## config.mk

```make
export PLATFORM = sky130hd
export DESIGN_NAME = bin_to_bcd_seq
export DESIGN_NICKNAME = d
export VERILOG_FILES = /design/src/rtl/bin_to_bcd_seq.sv
export SDC_FILE = /design/constraint.sdc
export NUM_CORES = 1
export LEC_CHECK = 0
export ABC_CLOCK_PERIOD_IN_PS = 1700
export CORE_MARGIN = 2
export CORE_UTILIZATION = 25
export CTS_CLUSTER_DIAMETER = 40
export CTS_CLUSTER_SIZE = 25
export DETAILED_ROUTE_END_ITERATION = 6
export PLACE_DENSITY_LB_ADDON = 0.15
export SYNTH_ARGS = -nofsm -noshare
export SYNTH_HDL_FRONTEND = slang
export SYNTH_SLANG_ARGS = --single-unit
```

## constraint.sdc

```tcl
create_clock -name clk_i -period 1.7 [get_ports clk_i]
set_input_delay 0.17 -clock clk_i [delete_from_list [all_inputs] [get_ports clk_i]]
set_output_delay 0.17 -clock clk_i [all_outputs]
set_load 0.02 [all_outputs]
```

## src/rtl/bin_to_bcd_seq.sv

```systemverilog
// bin_to_bcd_seq
//   Iterative shift-and-add-3 (double dabble) binary-to-BCD converter.
//   One input bit is consumed per clock; the committed result is held stable
//   between conversions so the 7-segment driver never sees partial digits.
//   Values above 9999 produce an all-blank display code (16'hFFFF) and ovf_o.
module bin_to_bcd_seq #(
  parameter int WIDTH_BIN     = 14,
  parameter bit BLANK_LEADING = 1'b0
) (
  input  logic                 clk_i,
  input  logic                 rst_i,
  input  logic [WIDTH_BIN-1:0] bin_i,
  input  logic                 start_i,
  output logic                 busy_o,
  output logic                 done_o,
  output logic                 ovf_o,
  output logic [15:0]          bcd_o
);

  // Iteration counter must be able to hold WIDTH_BIN itself.
  localparam int                CNT_W    = $clog2(WIDTH_BIN + 1);
  localparam logic [CNT_W-1:0]  CNT_LOAD = CNT_W'(WIDTH_BIN);
  localparam logic [CNT_W-1:0]  CNT_ONE  = CNT_W'(1);
  localparam logic [15:0]       BCD_OVF  = 16'hFFFF;

  typedef enum logic [1:0] {
    S_IDLE  = 2'd0,
    S_SHIFT = 2'd1,
    S_DONE  = 2'd2
  } state_t;

  // ---------------------------------------------------------------------------
  // Helper functions
  // ---------------------------------------------------------------------------

  // Add 3 to every BCD digit that is 5 or more, so the following left shift
  // carries correctly into the next decimal digit.
  function automatic logic [15:0] add3_digits(input logic [15:0] s);
    logic [15:0] r;
    r = s;
    for (int i = 0; i < 4; i++) begin
      if (s[4*i +: 4] >= 4'd5) begin
        r[4*i +: 4] = s[4*i +: 4] + 4'd3;
      end
    end
    return r;
  endfunction

  // Replace leading zero digits with 4'hF (segment decoder shows all-off).
  // The units digit is never blanked, so zero still displays as "0".
  function automatic logic [15:0] blank_leading(input logic [15:0] d);
    logic [15:0] r;
    logic        lead;
    r    = d;
    lead = 1'b1;
    for (int i = 3; i >= 1; i--) begin
      if (lead && (d[4*i +: 4] == 4'd0)) begin
        r[4*i +: 4] = 4'hF;
      end else begin
        lead = 1'b0;
      end
    end
    return r;
  endfunction

  // ---------------------------------------------------------------------------
  // State and datapath registers
  // ---------------------------------------------------------------------------
  state_t               r_state;
  logic [WIDTH_BIN-1:0] r_shreg;
  logic [15:0]          r_scratch;
  logic [CNT_W-1:0]     r_cnt;
  logic                 r_over;
  logic [15:0]          r_bcd;
  logic                 r_ovf;
  logic                 r_busy;
  logic                 r_done;

  // ---------------------------------------------------------------------------
  // Combinational signals
  // ---------------------------------------------------------------------------
  state_t               w_state_next;
  logic                 w_accept;
  logic                 w_shift;
  logic                 w_commit;
  logic                 w_busy_next;
  logic                 w_bin_over;
  logic [15:0]          w_scratch_adj;
  logic [15:0]          w_scratch_shift;
  logic [WIDTH_BIN-1:0] w_shreg_shift;
  logic [15:0]          w_result;

  // Next-state decode and per-state datapath strobes.
  always_comb begin
    // NOTE: every output of this block gets a default first, so no path
    // through the case can leave a signal unassigned and infer a latch.
    w_state_next = r_state;
    w_accept     = 1'b0;
    w_shift      = 1'b0;
    w_commit     = 1'b0;
    case (r_state)
      S_IDLE: begin
        if (start_i) begin
          w_accept     = 1'b1;
          w_state_next = S_SHIFT;
        end
      end
      S_SHIFT: begin
        w_shift = 1'b1;
        if (r_cnt == CNT_ONE) begin
          w_state_next = S_DONE;
        end
      end
      S_DONE: begin
        w_commit     = 1'b1;
        w_state_next = S_IDLE;
      end
      default: begin
        w_state_next = S_IDLE;
      end
    endcase
    w_busy_next = (w_state_next != S_IDLE);
  end

  // One double-dabble step plus result formatting.
  always_comb begin
    w_bin_over      = (32'(bin_i) > 32'd9999);
    w_scratch_adj   = add3_digits(r_scratch);
    w_scratch_shift = {w_scratch_adj[14:0], r_shreg[WIDTH_BIN-1]};
    w_shreg_shift   = r_shreg << 1;
    if (r_over) begin
      w_result = BCD_OVF;
    end else if (BLANK_LEADING) begin
      w_result = blank_leading(r_scratch);
    end else begin
      w_result = r_scratch;
    end
  end

  // FSM state register; reset aborts any conversion in progress.
  always_ff @(posedge clk_i) begin
    // NOTE: clocked blocks use non-blocking assignments so every register
    // samples pre-edge values, independent of statement order.
    if (rst_i) begin
      r_state <= S_IDLE;
    end else begin
      r_state <= w_state_next;
    end
  end

  // Conversion datapath: load on accept, shift one bit per SHIFT cycle.
  always_ff @(posedge clk_i) begin
    // NOTE: the scratch registers are reset even though a load always
    // precedes their use; it keeps simulation free of X and costs nothing.
    if (rst_i) begin
      r_shreg   <= '0;
      r_scratch <= '0;
      r_cnt     <= '0;
      r_over    <= 1'b0;
    end else if (w_accept) begin
      r_shreg   <= bin_i;
      r_scratch <= '0;
      r_cnt     <= CNT_LOAD;
      r_over    <= w_bin_over;
    end else if (w_shift) begin
      r_shreg   <= w_shreg_shift;
      r_scratch <= w_scratch_shift;
      r_cnt     <= r_cnt - CNT_ONE;
    end
  end

  // Visible result: changes only on a DONE commit or on reset.
  always_ff @(posedge clk_i) begin
    if (rst_i) begin
      r_bcd <= 16'h0000;
      r_ovf <= 1'b0;
    end else if (w_commit) begin
      r_bcd <= w_result;
      r_ovf <= r_over;
    end
  end

  // Registered handshake flags.
  always_ff @(posedge clk_i) begin
    if (rst_i) begin
      r_busy <= 1'b0;
      r_done <= 1'b0;
    end else begin
      r_busy <= w_busy_next;
      r_done <= w_commit;
    end
  end

  assign busy_o = r_busy;
  assign done_o = r_done;
  assign ovf_o  = r_ovf;
  assign bcd_o  = r_bcd;

endmodule

```

### Yosys cells after proc, flatten, opt, wreduce, memory -nomap -nowiden

Index checks and enable logic that the tools add are counted.

* bits in registers: 56
* latch bits: 0
* bits in writable memories: 0
* memory bits (read-only): 0
* bits of input ports: 17
* output and inout bits: 19
* memories: 0

* add/subtract/negate cells: 5
* $mul: 0
* div/mod/pow operators: 0
* magnitude comparators: 5
* eq/ne operators: 3
* shift operators: 0
* mux-type cells: 16
* bitwise gates (word level): 0
* reduce and logical (&&, ||, !) cells: 4

Operators by type and width (count)
* 2-to-1 mux 14 bit: 2
* 2-to-1 mux 4 bit: 5
* greater-or-equal comparator 4 x 3 -> 1 bit, second input constant: 4
* 2-to-1 mux 16 bit: 1
* greater-than comparator 14 bit, second input constant: 1
* adder 4 x 2 -> 4 bit, second input constant: 3
* == test 4 x 1 -> 1 bit, second input constant: 1
* 2-to-1 mux 1 bit: 4
* 2-to-1 mux 2 bit: 2
* one-hot mux 2 bit (2 select lines): 1
* nonzero test 2 bit: 2
* subtractor 4 x 1 -> 4 bit, second input constant: 1
* adder 3 x 2 -> 3 bit, second input constant: 1
* 2-to-1 mux 3 bit: 1
* == test 2 x 1 -> 1 bit, second input constant: 1
* == test 2 bit, second input constant: 1
* zero test 2 bit: 1
* OR reduction 2 bit: 1

### Depth between registers and ports, before layout

* word-level depth: 4
* depth in mapped cells: 6
* gate-level depth less buffers: 6

### Worst setup path before layout

No wires, ideal clock.

* path type: reg2reg
* start point: register r_scratch[4]
* end point: register r_scratch[5]
* setup time: 0.070 ns
* data arrival time: 1.264 ns
* data required time: 1.630 ns
* setup slack: 0.366 ns
* cell stages (with the launch flop): 7
* buffers on the path: 0
* clock period less this slack: 1.334 ns
* cells stage by stage: dfxtp_1 > inv_1 > ha_1 > nand2b_1 > a2111oi_2 > a41oi_1 > a21oi_1

* longest elaborated chain between the ends: 2
* elaborated cells on any way between the ends: 3

Ends and longest elaborated chain
* start: declaration: RTL line 71 `logic [15:0] r_scratch;`
* start signal: assignment: RTL line 167 `r_scratch <= w_scratch_shift;`
* adder 4 x 2 -> 4 bit / greater-or-equal comparator 4 x 3 -> 1 bit (equally long branches): RTL line 43, 42
* 2-to-1 mux 4 bit (*): RTL line 42 `if (s[4*i +: 4] >= 4'd5) begin`

Every way passes the cells marked *; elsewhere a longest branch is shown, timed or not.
A chain may end at the register's enable or synchronous reset.

### Final worst setup path

* start point: register r_scratch[9]
* end point: register r_scratch[12]

The elaborated chain is that of the path after synthesis.

==> flow_metrics.env <==
export IMPL_maxCapViolations=0
export IMPL_setup_violations=0
export IMPL_yosys_register_bits=56
export IMPL_yosysUniqueCellTypes=37
export IMPL_synth_compound_area_share_pct=24.28
export IMPL_grt_max_degree=38
export IMPL_finalSetupTns_ns=0
export IMPL_final_nets=343
export IMPL_clk_pin_slew_ns=0.10
export IMPL_end_kind="flip-flop"
export IMPL_dr_first_iter_drc_count=97
export IMPL_relSlewSlack_pct=69.32
export IMPL_dieArea_mm2=0.01103
export IMPL_clock_sinks=56
export IMPL_critPathKind="flip-flop to flip-flop"
export IMPL_start_util_pct=25.98
export IMPL_die_h_um=105.0
export IMPL_holdBufCountCts=0
export IMPL_grt_usage_pct=11.30
export IMPL_die_w_um=105.0
export IMPL_required_ns=1.88
export IMPL_num_io_pins=36
export IMPL_slowest_delay_ns=0.32
export IMPL_portBuffers=35
export IMPL_synthFlopType="dfxtp_1"
export IMPL_rows=36
export IMPL_diodes=0
export IMPL_worstSkewPairLatency_ns=0.30
export IMPL_crit_path_start_kind="flip-flop"
export IMPL_syn_area_mm2=0.002551
export IMPL_multi_input_area_mm2=0.001247
export IMPL_crit_chain="inv_1, ha_1, nand2b_1, nor3b_1, a211oi_1, a211oi_1"
export IMPL_cts_setup_buffers=0
export IMPL_cellPowerDensity_mw_per_mm2=785.0
export IMPL_vias=2094
export IMPL_overflow=0
export IMPL_grt_pass1_vias=2034
export IMPL_clock_fmax_mhz=660.4
export IMPL_antenna_found_initial=0
export IMPL_final_max_slew_viol_count=0
export IMPL_grt_first_pass_wirelength_um=10200
export IMPL_yosysSeqAreaShare_pct=43.94
export IMPL_fill_cells=1077
export IMPL_crit_top_cell="a211oi_1"
export IMPL_synth_xor_area_share_pct=0.6866
export IMPL_syn_inst=285
export IMPL_irDropWorstVdd_v=0.0002972
export IMPL_wl_um=5923
export IMPL_outcome="finished, final reports clean"
export IMPL_dpl_cell_area_mm2=0.003054
export IMPL_worst_ep_arrival_time_ns=1.69
export IMPL_drtAntennaViolNets=0
export IMPL_wl_per_cell_um=13.19
export IMPL_mappedNetlistNets=312
export IMPL_cts_tree="built"
export IMPL_synth_simple_area_share_pct=16.58
export IMPL_finalHoldViolCount=0
export IMPL_tightest_slew_ns=0.4602
export IMPL_fin_skew_ns=0.007001
export IMPL_root_buffer="clkbuf_8"
export IMPL_cts_buffers=5
export IMPL_core_mm2=0.009819
export IMPL_synth_fa_ha_area_share_pct=4.904
export IMPL_seq_area_mm2=0.001121
export IMPL_routed_via_density=4.664
export IMPL_gp_congestion=0.7502
export IMPL_final_cell_mix="dfxtp_1, nor2_1, clkdlybuf4s50_1, a21oi_1, nand2_1"
export IMPL_area_growth_pct=22.76
export IMPL_synth_top_family_by_area="compound AO/OA/AOI/OAI gates"
export IMPL_cts_buffer_depth=2
export IMPL_fin_crit_ns=1.514
export IMPL_drive_above_1_share_pct=9.177
export IMPL_drtPass1Iterations=4
export IMPL_cpMaxStageDelayCell="dfxtp_1"
export IMPL_final_common_cell="dfxtp_1"
export IMPL_fin_crit_sh_pct=89.07
export IMPL_synthMuxAreaShare_pct=2.354
export IMPL_rsz0062_at_grt="false"
export IMPL_hp_class="input pin to flip-flop"
export IMPL_cts_max_level=2
export IMPL_leakagePower_nw=1.067
export IMPL_drc=0
export IMPL_syn_avg_cell_area_um2=8.952
export IMPL_yosysWarnings=0
export IMPL_async_flop_share_pct=0
export IMPL_dp_hpwl_um=4181
export IMPL_synth_edf_count=0
export IMPL_path_max_fanout=5
export IMPL_stdcell_area_mm2=0.003132
[where the power goes]
group          leakage (nW)  total (mW)  internal (mW)  switching (mW)
combinational         0.570       0.364          0.156           0.208
clock                0.0410       0.700          0.282           0.418
sequential            0.456        1.39           1.36          0.0326
[per-layer routing]
| layer | global-route usage, % | vias to the layer above | share of wire [%] | routed length, um |
|---|---|---|---|---|
| met5 | 0 | - | 0 | 0 |
| met4 | 2.857 | 0 | 1.1 | 66 |
| met3 | 3.057 | 6 | 5.2 | 308 |
| met2 | 18.23 | 41 | 44 | 2634 |
| met1 | 14.90 | 963 | 49 | 2914 |
| li1 | - | 1084 | - | - |
[repair_timing]
action / CTS / global route
hold endpoints to repair: 0 / 0
gates resized for setup: 0 / 2
endpoints found under the setup margin: 0 / 2
[Yosys cell counts (2+ instances only)]
| cell type | instances | area share (%) |
|---|---|---|
| a2111oi_2 | 3 | 1.8 |
| a211oi_1 | 15 | 4.4 |
| a21oi_1 | 28 | 5.5 |
| a22o_1 | 4 | 1.4 |
| a22oi_1 | 12 | 3.5 |
| a311oi_1 | 8 | 2.7 |
| a31oi_1 | 3 | 0.74 |
| a41oi_1 | 3 | 1.0 |
| buf_2 | 7 | 1.4 |
| buf_4 | 4 | 1.2 |
| buf_6 | 4 | 1.8 |
| clkbuf_1 | 5 | 0.74 |
| clkbuf_2 | 3 | 0.59 |
| dfxtp_1 | 56 | 44 |
| ha_1 | 10 | 4.9 |
| inv_1 | 10 | 1.5 |
| mux2i_1 | 6 | 2.4 |
| nand2_1 | 21 | 3.1 |
| nand2b_1 | 5 | 1.2 |
| nand3_1 | 6 | 1.2 |
| nor2_1 | 40 | 5.9 |
| nor2b_1 | 2 | 0.49 |
| nor3_1 | 4 | 0.78 |
| nor3b_1 | 3 | 0.88 |
| nor4_1 | 2 | 0.49 |
| o21ai_0 | 10 | 2.0 |
[stage by stage]
stage,worst slack [ns],power [mW],util (%),cells,hold WS [ns]
floorplan,0.3660,1.662,-,285,0.3060
global placement,0.03181,1.788,31.10,442,0.4441
detailed placement,0.01581,1.794,31.10,442,0.4477
CTS,0.1328,2.504,31.89,449,0.4021
global route,0.05099,2.607,31.89,449,0.4266
finish,0.1858,2.459,31.89,449,0.4084
[registers in the layout, indices dropped and copies added (netlist names)]
signal	cells
r_cnt	4
r_over	1
ovf_o	1
r_shreg	14
busy_o	1
r_state	2
r_scratch	16
done_o	1
bcd_o	16
[logic make-up after synthesis]
logic type	count (synthesis)
buffers and inverters	34
XOR/XNOR	2
AND/OR/NAND/NOR	89
multiplexers	6
adder cells (fa/ha/maj)	10
AO/OA/AOI/OAI	88
flip-flops	56
[final cells by class]
cell class              count  area share [%]
clock buffers               6           2.317
inverters                  11           1.318
repair buffers             47           15.26
multi-input cells         195           39.83
clock inverters             1          0.1598
well taps                 133           5.314
flip-flops and latches     56           35.80
[worst max-delay path, delay by kind of cell (launching register included)]
| family | cells | cell delay (ns) |
|---|---|---|
| AOI/OAI and AO/OA | 2 | 0.39 |
| adders and majority gates | 1 | 0.24 |
| buffers and inverters | 1 | 0.13 |
| DFF | 1 | 0.32 |
| and+or+nand+nor | 2 | 0.31 |
[final timing paths]
| path | endpoint | depth (start not counted) | start | slack (ns) |
|---|---|---|---|---|
| setup / recovery | r_scratch[12] | 6 | r_scratch[9] | 0.19 |
| hold / removal | r_shreg[0] | 3 | bin_i[0] | 0.41 |
| setup reg to reg | r_scratch[12] | 6 | r_scratch[9] | 0.19 |
| hold reg to reg | r_shreg[5] | 2 | r_shreg[5] | 0.46 |
(Power assumes the default switching activity.)
